**src/rtl/vp_input_pkg.sv**
```systemverilog
// ---------------------------------------------------------------------------
// vp_input_pkg
// Shared types for the Videopac key input path.
//   key_event_t : one queued key event {released, ascii}
//   key_ascii() : keypad button index -> ASCII code handed to vp_keymap
//   out_state_e : presentation state machine encoding
// ---------------------------------------------------------------------------
package vp_input_pkg;

  typedef struct packed {
    logic       released;
    logic [7:0] ascii;
  } key_event_t;

  // Value the presentation register holds out of reset: "no key, released".
  localparam key_event_t EV_RESET = '{released: 1'b1, ascii: 8'h00};

  typedef enum logic [1:0] {
    IDLE   = 2'd0,
    STROBE = 2'd1,
    WAIT   = 2'd2,
    GAP    = 2'd3
  } out_state_e;

  function automatic logic [7:0] key_ascii(input logic [3:0] k);
    logic [7:0] a;
    case (k)
      4'd0:    a = 8'h31;  // "1"
      4'd1:    a = 8'h32;
      4'd2:    a = 8'h33;
      4'd3:    a = 8'h34;
      4'd4:    a = 8'h35;
      4'd5:    a = 8'h36;
      4'd6:    a = 8'h37;
      4'd7:    a = 8'h38;
      4'd8:    a = 8'h39;  // "9"
      4'd9:    a = 8'h30;  // "0"
      4'd10:   a = 8'h2B;  // "+"
      4'd11:   a = 8'h2D;  // "-"
      4'd12:   a = 8'h2A;  // "*"
      4'd13:   a = 8'h2F;  // "/"
      4'd14:   a = 8'h3D;  // "="
      default: a = 8'd10;  // enter
    endcase
    return a;
  endfunction

endpackage

```
**src/rtl/vp_event_fifo.sv**
```systemverilog
// ---------------------------------------------------------------------------
// vp_event_fifo
// Synchronous show-ahead FIFO of key_event_t.
//   clk_sys, reset : clock, async active-high reset
//   push_i, data_i : write request and data; accepted when not full, or when
//                    full and a pop happens in the same cycle
//   pop_i, data_o  : read request; data_o shows the head entry
//   full_o, empty_o, count_o : occupancy status
// ---------------------------------------------------------------------------
module vp_event_fifo
  import vp_input_pkg::*;
#(
  parameter int DEPTH = 8
) (
  input  logic                   clk_sys,
  input  logic                   reset,
  input  logic                   push_i,
  input  key_event_t             data_i,
  input  logic                   pop_i,
  output key_event_t             data_o,
  output logic                   full_o,
  output logic                   empty_o,
  output logic [$clog2(DEPTH):0] count_o
);

  localparam int AW = $clog2(DEPTH);

  key_event_t      mem_q [DEPTH];
  logic [AW-1:0]   wr_ptr_q, wr_ptr_d;
  logic [AW-1:0]   rd_ptr_q, rd_ptr_d;
  logic [AW:0]     count_q, count_d;
  logic            do_push, do_pop;

  assign full_o  = (count_q == (AW+1)'(DEPTH));
  assign empty_o = (count_q == '0);
  assign count_o = count_q;
  assign data_o  = mem_q[rd_ptr_q];

  assign do_pop  = pop_i && !empty_o;
  assign do_push = push_i && (!full_o || do_pop);

  always_comb begin
    wr_ptr_d = wr_ptr_q;
    rd_ptr_d = rd_ptr_q;
    count_d  = count_q;
    if (do_push) wr_ptr_d = wr_ptr_q + AW'(1);
    if (do_pop)  rd_ptr_d = rd_ptr_q + AW'(1);
    case ({do_push, do_pop})
      2'b10:   count_d = count_q + (AW+1)'(1);
      2'b01:   count_d = count_q - (AW+1)'(1);
      default: count_d = count_q;
    endcase
  end

  always_ff @(posedge clk_sys or posedge reset) begin
    if (reset) begin
      wr_ptr_q <= '0;
      rd_ptr_q <= '0;
      count_q  <= '0;
    end else begin
      wr_ptr_q <= wr_ptr_d;
      rd_ptr_q <= rd_ptr_d;
      count_q  <= count_d;
    end
  end

  // Storage needs no reset: entries are only read after being written.
  always_ff @(posedge clk_sys) begin
    if (do_push) mem_q[wr_ptr_q] <= data_i;
  end

endmodule

```
**src/rtl/vp_key_event_queue.sv**
```systemverilog
// ---------------------------------------------------------------------------
// vp_key_event_queue
// Merges the keypads of NUM_JOY joysticks, turns net per-key state changes
// into press/release events, queues them, and presents them one at a time to
// vp_keymap with a strobe / acknowledge handshake.
//
// Build option: VP_PS2_MERGE_EN adds the ps2_* ports and merges translated
// PS/2 events into the queue ahead of the keypad scanner.
//
// Ports
//   clk_sys, reset      : clock, async active-high reset
//   joy_keys_i          : key levels, joystick j at [j*NUM_KEYS +: NUM_KEYS]
//   ps2_stb_i/ascii_i/released_i : PS/2 event input (VP_PS2_MERGE_EN only)
//   rx_data_ready_o     : one-cycle event strobe
//   rx_ascii_o          : event code, held until the next strobe
//   rx_released_o       : 1 = release event, held until the next strobe
//   rx_read_i           : acknowledge, only honoured while waiting for it
//   count_o             : FIFO occupancy
//   overflow_o          : sticky, a PS/2 event was dropped on a full FIFO
//
// Presentation FSM
//   state  | meaning
//   IDLE   | waiting for a queued event; pops it into the output register
//   STROBE | rx_data_ready_o high for this single cycle
//   WAIT   | waiting for rx_read_i, bounded by ACK_TIMEOUT cycles
//   GAP    | GAP_CYCLES forced idle cycles before the next event
// ---------------------------------------------------------------------------
module vp_key_event_queue
  import vp_input_pkg::*;
#(
  parameter int NUM_JOY     = 2,
  parameter int NUM_KEYS    = 10,
  parameter int FIFO_DEPTH  = 8,
  parameter int ACK_TIMEOUT = 64,
  parameter int GAP_CYCLES  = 4
) (
  input  logic                          clk_sys,
  input  logic                          reset,
  input  logic [NUM_JOY*NUM_KEYS-1:0]   joy_keys_i,
`ifdef VP_PS2_MERGE_EN
  input  logic                          ps2_stb_i,
  input  logic [7:0]                    ps2_ascii_i,
  input  logic                          ps2_released_i,
`endif
  output logic                          rx_data_ready_o,
  output logic [7:0]                    rx_ascii_o,
  output logic                          rx_released_o,
  input  logic                          rx_read_i,
  output logic [$clog2(FIFO_DEPTH):0]   count_o,
  output logic                          overflow_o
);

  localparam int IDXW = (NUM_KEYS > 1) ? $clog2(NUM_KEYS) : 1;
  localparam int TMAX = (ACK_TIMEOUT > GAP_CYCLES) ? ACK_TIMEOUT : GAP_CYCLES;
  localparam int TW   = $clog2(TMAX + 1);

  generate
    if (NUM_KEYS < 1 || NUM_KEYS > 16) begin : g_bad_keys
      $error("vp_key_event_queue: NUM_KEYS must be 1..16");
    end
    if (FIFO_DEPTH < 2 || (FIFO_DEPTH & (FIFO_DEPTH - 1)) != 0) begin : g_bad_depth
      $error("vp_key_event_queue: FIFO_DEPTH must be a power of two >= 2");
    end
    if (ACK_TIMEOUT < 1) begin : g_bad_ack
      $error("vp_key_event_queue: ACK_TIMEOUT must be >= 1");
    end
  endgenerate

  // -------------------------------------------------------------------------
  // Key merge and scanner
  // -------------------------------------------------------------------------
  logic [NUM_KEYS-1:0] merged;
  logic [NUM_KEYS-1:0] prev_q, prev_d;
  logic [IDXW-1:0]     idx_q, idx_d;
  logic                scan_change;

  always_comb begin
    merged = '0;
    for (int j = 0; j < NUM_JOY; j++) begin
      merged = merged | joy_keys_i[j*NUM_KEYS +: NUM_KEYS];
    end
  end

  assign scan_change = (merged[idx_q] != prev_q[idx_q]);

  // -------------------------------------------------------------------------
  // PS/2 source
  // -------------------------------------------------------------------------
  logic       ps2_req;
  key_event_t ps2_ev;

`ifdef VP_PS2_MERGE_EN
  assign ps2_req = ps2_stb_i;
  assign ps2_ev  = '{released: ps2_released_i, ascii: ps2_ascii_i};
`else
  assign ps2_req = 1'b0;
  assign ps2_ev  = EV_RESET;
`endif

  // -------------------------------------------------------------------------
  // FIFO
  // -------------------------------------------------------------------------
  logic       fifo_push, fifo_pop, fifo_full, fifo_empty;
  logic       slot_free;
  key_event_t push_ev, head_ev;

  // A slot frees up in the same cycle the presentation FSM pops.
  assign slot_free = !fifo_full || fifo_pop;

  always_comb begin
    fifo_push = 1'b0;
    push_ev   = '{released: ~merged[idx_q], ascii: key_ascii(4'(idx_q))};
    prev_d    = prev_q;
    idx_d     = (idx_q == IDXW'(NUM_KEYS - 1)) ? '0 : idx_q + IDXW'(1);
    if (ps2_req) begin
      // The scanner yields the whole cycle so the pending key is revisited
      // immediately afterwards rather than one full scan later.
      idx_d = idx_q;
      if (slot_free) begin
        fifo_push = 1'b1;
        push_ev   = ps2_ev;
      end
    end else if (scan_change && slot_free) begin
      fifo_push      = 1'b1;
      prev_d[idx_q]  = merged[idx_q];
    end
    // With no free slot prev is left alone, so the change is retried later.
  end

  always_ff @(posedge clk_sys or posedge reset) begin
    if (reset) begin
      prev_q <= '0;
      idx_q  <= '0;
    end else begin
      prev_q <= prev_d;
      idx_q  <= idx_d;
    end
  end

  vp_event_fifo #(
    .DEPTH (FIFO_DEPTH)
  ) u_fifo (
    .clk_sys (clk_sys),
    .reset   (reset),
    .push_i  (fifo_push),
    .data_i  (push_ev),
    .pop_i   (fifo_pop),
    .data_o  (head_ev),
    .full_o  (fifo_full),
    .empty_o (fifo_empty),
    .count_o (count_o)
  );

`ifdef VP_PS2_MERGE_EN
  logic overflow_q;

  always_ff @(posedge clk_sys or posedge reset) begin
    if (reset) begin
      overflow_q <= 1'b0;
    end else if (ps2_req && !slot_free) begin
      overflow_q <= 1'b1;
    end
  end

  assign overflow_o = overflow_q;
`else
  // The scanner stalls rather than drops, so nothing can overflow.
  assign overflow_o = 1'b0;
`endif

  // -------------------------------------------------------------------------
  // Presentation FSM
  // -------------------------------------------------------------------------
  out_state_e    state_q, state_d;
  logic [TW-1:0] tmr_q, tmr_d;
  key_event_t    rx_ev_q, rx_ev_d;

  always_comb begin
    state_d  = state_q;
    tmr_d    = tmr_q;
    rx_ev_d  = rx_ev_q;
    fifo_pop = 1'b0;
    case (state_q)
      IDLE: begin
        if (!fifo_empty) begin
          fifo_pop = 1'b1;
          rx_ev_d  = head_ev;
          state_d  = STROBE;
        end
      end
      STROBE: begin
        state_d = WAIT;
        tmr_d   = TW'(ACK_TIMEOUT - 1);
      end
      WAIT: begin
        if (rx_read_i || tmr_q == '0) begin
          if (GAP_CYCLES == 0) begin
            state_d = IDLE;
          end else begin
            state_d = GAP;
            tmr_d   = TW'(GAP_CYCLES - 1);
          end
        end else begin
          tmr_d = tmr_q - TW'(1);
        end
      end
      GAP: begin
        if (tmr_q == '0) begin
          state_d = IDLE;
        end else begin
          tmr_d = tmr_q - TW'(1);
        end
      end
      default: state_d = IDLE;
    endcase
  end

  always_ff @(posedge clk_sys or posedge reset) begin
    if (reset) begin
      state_q <= IDLE;
      tmr_q   <= '0;
      rx_ev_q <= EV_RESET;
    end else begin
      state_q <= state_d;
      tmr_q   <= tmr_d;
      rx_ev_q <= rx_ev_d;
    end
  end

  assign rx_data_ready_o = (state_q == STROBE);
  assign rx_ascii_o      = rx_ev_q.ascii;
  assign rx_released_o   = rx_ev_q.released;

endmodule

```
**config.mk**
```make
export PLATFORM = sky130hd
export DESIGN_NAME = vp_key_event_queue
export DESIGN_NICKNAME = d
export VERILOG_FILES = /design/src/rtl/vp_input_pkg.sv /design/src/rtl/vp_event_fifo.sv /design/src/rtl/vp_key_event_queue.sv
export SDC_FILE = /design/constraint.sdc
export NUM_CORES = 1
export LEC_CHECK = 0
export ABC_AREA = 1
export CAP_MARGIN = 20
export CORE_ASPECT_RATIO = 1.5
export CORE_MARGIN = 1.5
export CORE_UTILIZATION = 50
export CTS_CLUSTER_DIAMETER = 60
export DETAILED_ROUTE_END_ITERATION = 10
export PLACE_DENSITY = 0.79
export SETUP_SLACK_MARGIN = 0.15
export SLEW_MARGIN = 25
export SYNTH_ARGS = -nofsm -noshare
export SYNTH_HDL_FRONTEND = slang
export SYNTH_SLANG_ARGS = --single-unit
export TNS_END_PERCENT = 100
```
**constraint.sdc**
```tcl
create_clock -name clk_sys -period 3.1 [get_ports clk_sys]
set_clock_uncertainty 0.15 [all_clocks]
set_input_delay 0.62 -clock clk_sys [delete_from_list [all_inputs] [get_ports clk_sys]]
set_output_delay 0.62 -clock clk_sys [all_outputs]
set_load 0.03 [all_outputs]
```
==> flow_metrics.env <==
export IMPL_p_sw_w=0.000487
export IMPL_die_area_um2=10300
export IMPL_synth_area_um2=4830
export IMPL_synth_top_area_cell="edfxtp_1"
export IMPL_ctsLongestPathBuffers=2
export IMPL_grt_pass1_vias=3422
export IMPL_wl_um=10200
export IMPL_crit_chain="clkdlybuf4s50_1, nor2_1, nand2_1, nand2_1, o21ai_2, nand2_2, nor2_4, nand2_4, nand3_4, ha_1, xor2_1, ha_1, a21oi_1, a21oi_1, o21ai_0, o21a_1"
export IMPL_clk_pin_slew_worst_paths_ns=0.06
export IMPL_finalMaxSlewViolations=0
export IMPL_initial_core_util_pct=51.9
export IMPL_layout_min_cycle_time_ns=2.72
export IMPL_yosysWarningCount=0
export IMPL_drtPass1Iterations=5
export IMPL_async_flop_share_pct=41.7
export IMPL_arrival_ns=2.79
export IMPL_critPathSlowestCell="clkdlybuf4s50_1"
export IMPL_synth_area_leaders="edfxtp_1 (35%), dfrtp_1 (20%), nand2_1 (7.2%), ha_1 (4.9%), nor2_1 (4.9%)"
export IMPL_grt_pass1_wl_um=16500
export IMPL_overflow=0
export IMPL_finalNetCount=565
export IMPL_synth_xor_area_share_pct=1.81
export IMPL_wl_met2_um=5590
export IMPL_syn_inst=480
export IMPL_viasPerCell=5.55
export IMPL_grt_max_degree=41
export IMPL_ant_nets=0
export IMPL_ys_seq_elements=96
export IMPL_ctsRootBufferMaster="clkbuf_16"
export IMPL_io_buffers=34
export IMPL_ctsHtreeMaxLevel=3
export IMPL_fin_setup_tns_ns=0
export IMPL_vias=3554
export IMPL_syn2layout_area_growth_pct=15.9
export IMPL_wl_met1_um=3980
export IMPL_power_density_nw_per_um2=445
export IMPL_cts_tree="built"
export IMPL_finalSetupViolCount=0
export IMPL_routed_top_layer="met4"
export IMPL_cp_max_fo=3
export IMPL_critPathRequiredTime_ns=3.17
export IMPL_drive_gt1_share_pct=11.9
export IMPL_rsz0062_at_grt="false"
export IMPL_synth_ff_type="edfxtp_1"
export IMPL_p_sw_share_pct=19.5
export IMPL_final_common_cell="nand2_1"
export IMPL_dp_hpwl_um=7080
export IMPL_synth_top_area_share_pct=34.8
export IMPL_synth_compound_area_share_pct=9.10
export IMPL_nFillCells=755
export IMPL_wl_per_cell_um=16.0
export IMPL_maxSlewHeadroom_pct=42.9
export IMPL_die_w_um=83.2
export IMPL_cp_start_kind="primary input"
export IMPL_synth_fa_ha_area_share_pct=4.92
export IMPL_io_pins=38
export IMPL_hold_viol=0
export IMPL_avgSynthCellArea_um2=10.1
export IMPL_num_rows=43
export IMPL_clk_latency_ns=0.34
export IMPL_end_kind="register"
export IMPL_worst_slew_pin_slew_ns=0.857
export IMPL_leakage_nw=2.30
export IMPL_fp_coreArea_um2=9310
export IMPL_synth_edf_count=56
export IMPL_hold_class="reg -> reg"
export IMPL_fmax_ghz=0.368
export IMPL_yosys_area_share_simple_pct=20.5
export IMPL_cts_buffers=9
export IMPL_grt_total_usage_pct=20.9
export IMPL_place_congestion=0.883
export IMPL_routed_wl_met3_um=292
export IMPL_final_cell_mix="nand2_1 (93), nor2_1 (63), edfxtp_1 (56)"
export IMPL_drv_cap=0
export IMPL_synth_distinct_cells=41
export IMPL_crit_type="in -> reg"
export IMPL_status="completed"
export IMPL_die_h_um=123
export IMPL_finalCritPeriodShare_pct=87.7
export IMPL_whs_ns=0.318
export IMPL_p_comb_share_pct=2.6
export IMPL_cts_hold_buf=0
export IMPL_slowest_delay_ns=0.46
export IMPL_drc=0
export IMPL_synth_mux_area_share_pct=1.45
export IMPL_ys_seq_area_share_pct=55.6
export IMPL_sequentialPowerShare_pct=54.0
export IMPL_synth_top_family_by_area="simple AND/OR/NAND/NOR gates"
export IMPL_drt_initial_drc_count=202
export IMPL_peakVddDrop_v=0.000315
export IMPL_power_internal_w=0.00200
export IMPL_clkSinkCount=96
export IMPL_pwr_share_clk_pct=43.4
export IMPL_diodes=0
export IMPL_antenna_found_initial=0
routing by layer:
layer  up-vias  GRT usage, %
li1       1733             -
met1      1702          22.7
met2        94          39.0
met3        25          2.27
met4         0          12.8
met5         -             0
cell usage after synthesis (2+ instances only):
library cell	instances
dfrtp_1	39
ha_1	19
nor3_2	5
buf_4	5
o32ai_1	7
nor2_4	2
o21ai_0	22
xor2_1	7
inv_1	33
o21ai_1	4
inv_2	10
nand3_2	3
nand4_1	21
xnor2_1	3
nor2_2	2
o211ai_1	8
a22oi_1	3
edfxtp_1	56
nand2_1	93
clkbuf_1	5
nor3_1	2
nor2_1	63
nand2_4	2
a21oi_1	6
nand3_1	18
mux2i_1	7
buf_6	4
o221ai_1	9
o21ai_2	2
buf_2	9
per-stage QoR:
stage	power [W]	cells	util, %	setup slack, ns	cell area [um2]
2_1_floorplan	0.00140	482	-	0.572	4830
3_3_place_gp	0.00143	624	57.1	0.154	5310
3_5_place_dp	0.00144	624	57.1	0.0426	5310
4_1_cts	0.00250	640	60.1	0.343	5600
5_1_grt	0.00256	640	60.1	0.173	5600
6_report	0.00249	640	60.1	0.383	5600
power by group through the flow:
stage | clock [W] | sequential, W | combinational, W
2_1_floorplan | 0 | 0.00137 | 0.0000313
3_3_place_gp | 0 | 0.00137 | 0.0000647
3_5_place_dp | 0 | 0.00137 | 0.0000657
4_1_cts | 0.00109 | 0.00134 | 0.0000658
5_1_grt | 0.00115 | 0.00134 | 0.0000712
6_report | 0.00108 | 0.00134 | 0.0000653
path summary, 6_finish.rpt:
kind | cells past startpoint | to | slack, ns | startpoint
min | 2 | rx_released_o | 0.32 | rx_released_o
min in group asynchronous | 3 | prev_q[6] | 0.57 | reset
max reg2reg | 13 | u_fifo.count_o[2] | 0.40 | idx_q[2]
max in group asynchronous | 3 | idx_q[1] | 1.81 | reset
max | 16 | u_fifo.count_o[2] | 0.38 | joy_keys_i[18]
min reg2reg | 2 | rx_released_o | 0.32 | rx_released_o
cells by family after synthesis:
logic type,Yosys count
simple gates,214
flops,96
buf+inv,67
compound gates,66
fa+ha+maj,19
xor+xnor,10
mux,7
other cells,1
layout make-up:
cell class | instances | area (um2) | area share (%)
timing repair buffer | 53 | 483 | 8.63
sequential | 96 | 2690 | 48.0
multi-input combinational | 319 | 1840 | 32.8
clock inverter | 3 | 43.8 | 0.782
inverter | 44 | 168 | 3.00
clock buffer | 13 | 240 | 4.29
tap | 112 | 140 | 2.50
timing repair:
item,in CTS,in global routing
setup endpoints to repair,0,1
buffers inserted,0,0
resized for setup,0,1
worst max-delay path, delay by kind of cell:
kind            cells  cell delay (ns)
xor+xnor            1             0.22
simple gates        7             0.50
buf+inv             1             0.46
fa+ha+maj           2             0.40
compound gates      5             0.60
flip-flops by register name, summed over array words and instances (netlist names):
signal	flops
tmr_q	7
u_fifo.rd_ptr_q	3
idx_q	4
u_fifo.mem_q	56
rx_released_o	1
u_fifo.count_o	4
state_q	2
rx_ascii_o	6
u_fifo.wr_ptr_q	3
prev_q	10
Note: power is estimated with default switching activity, not from simulation.
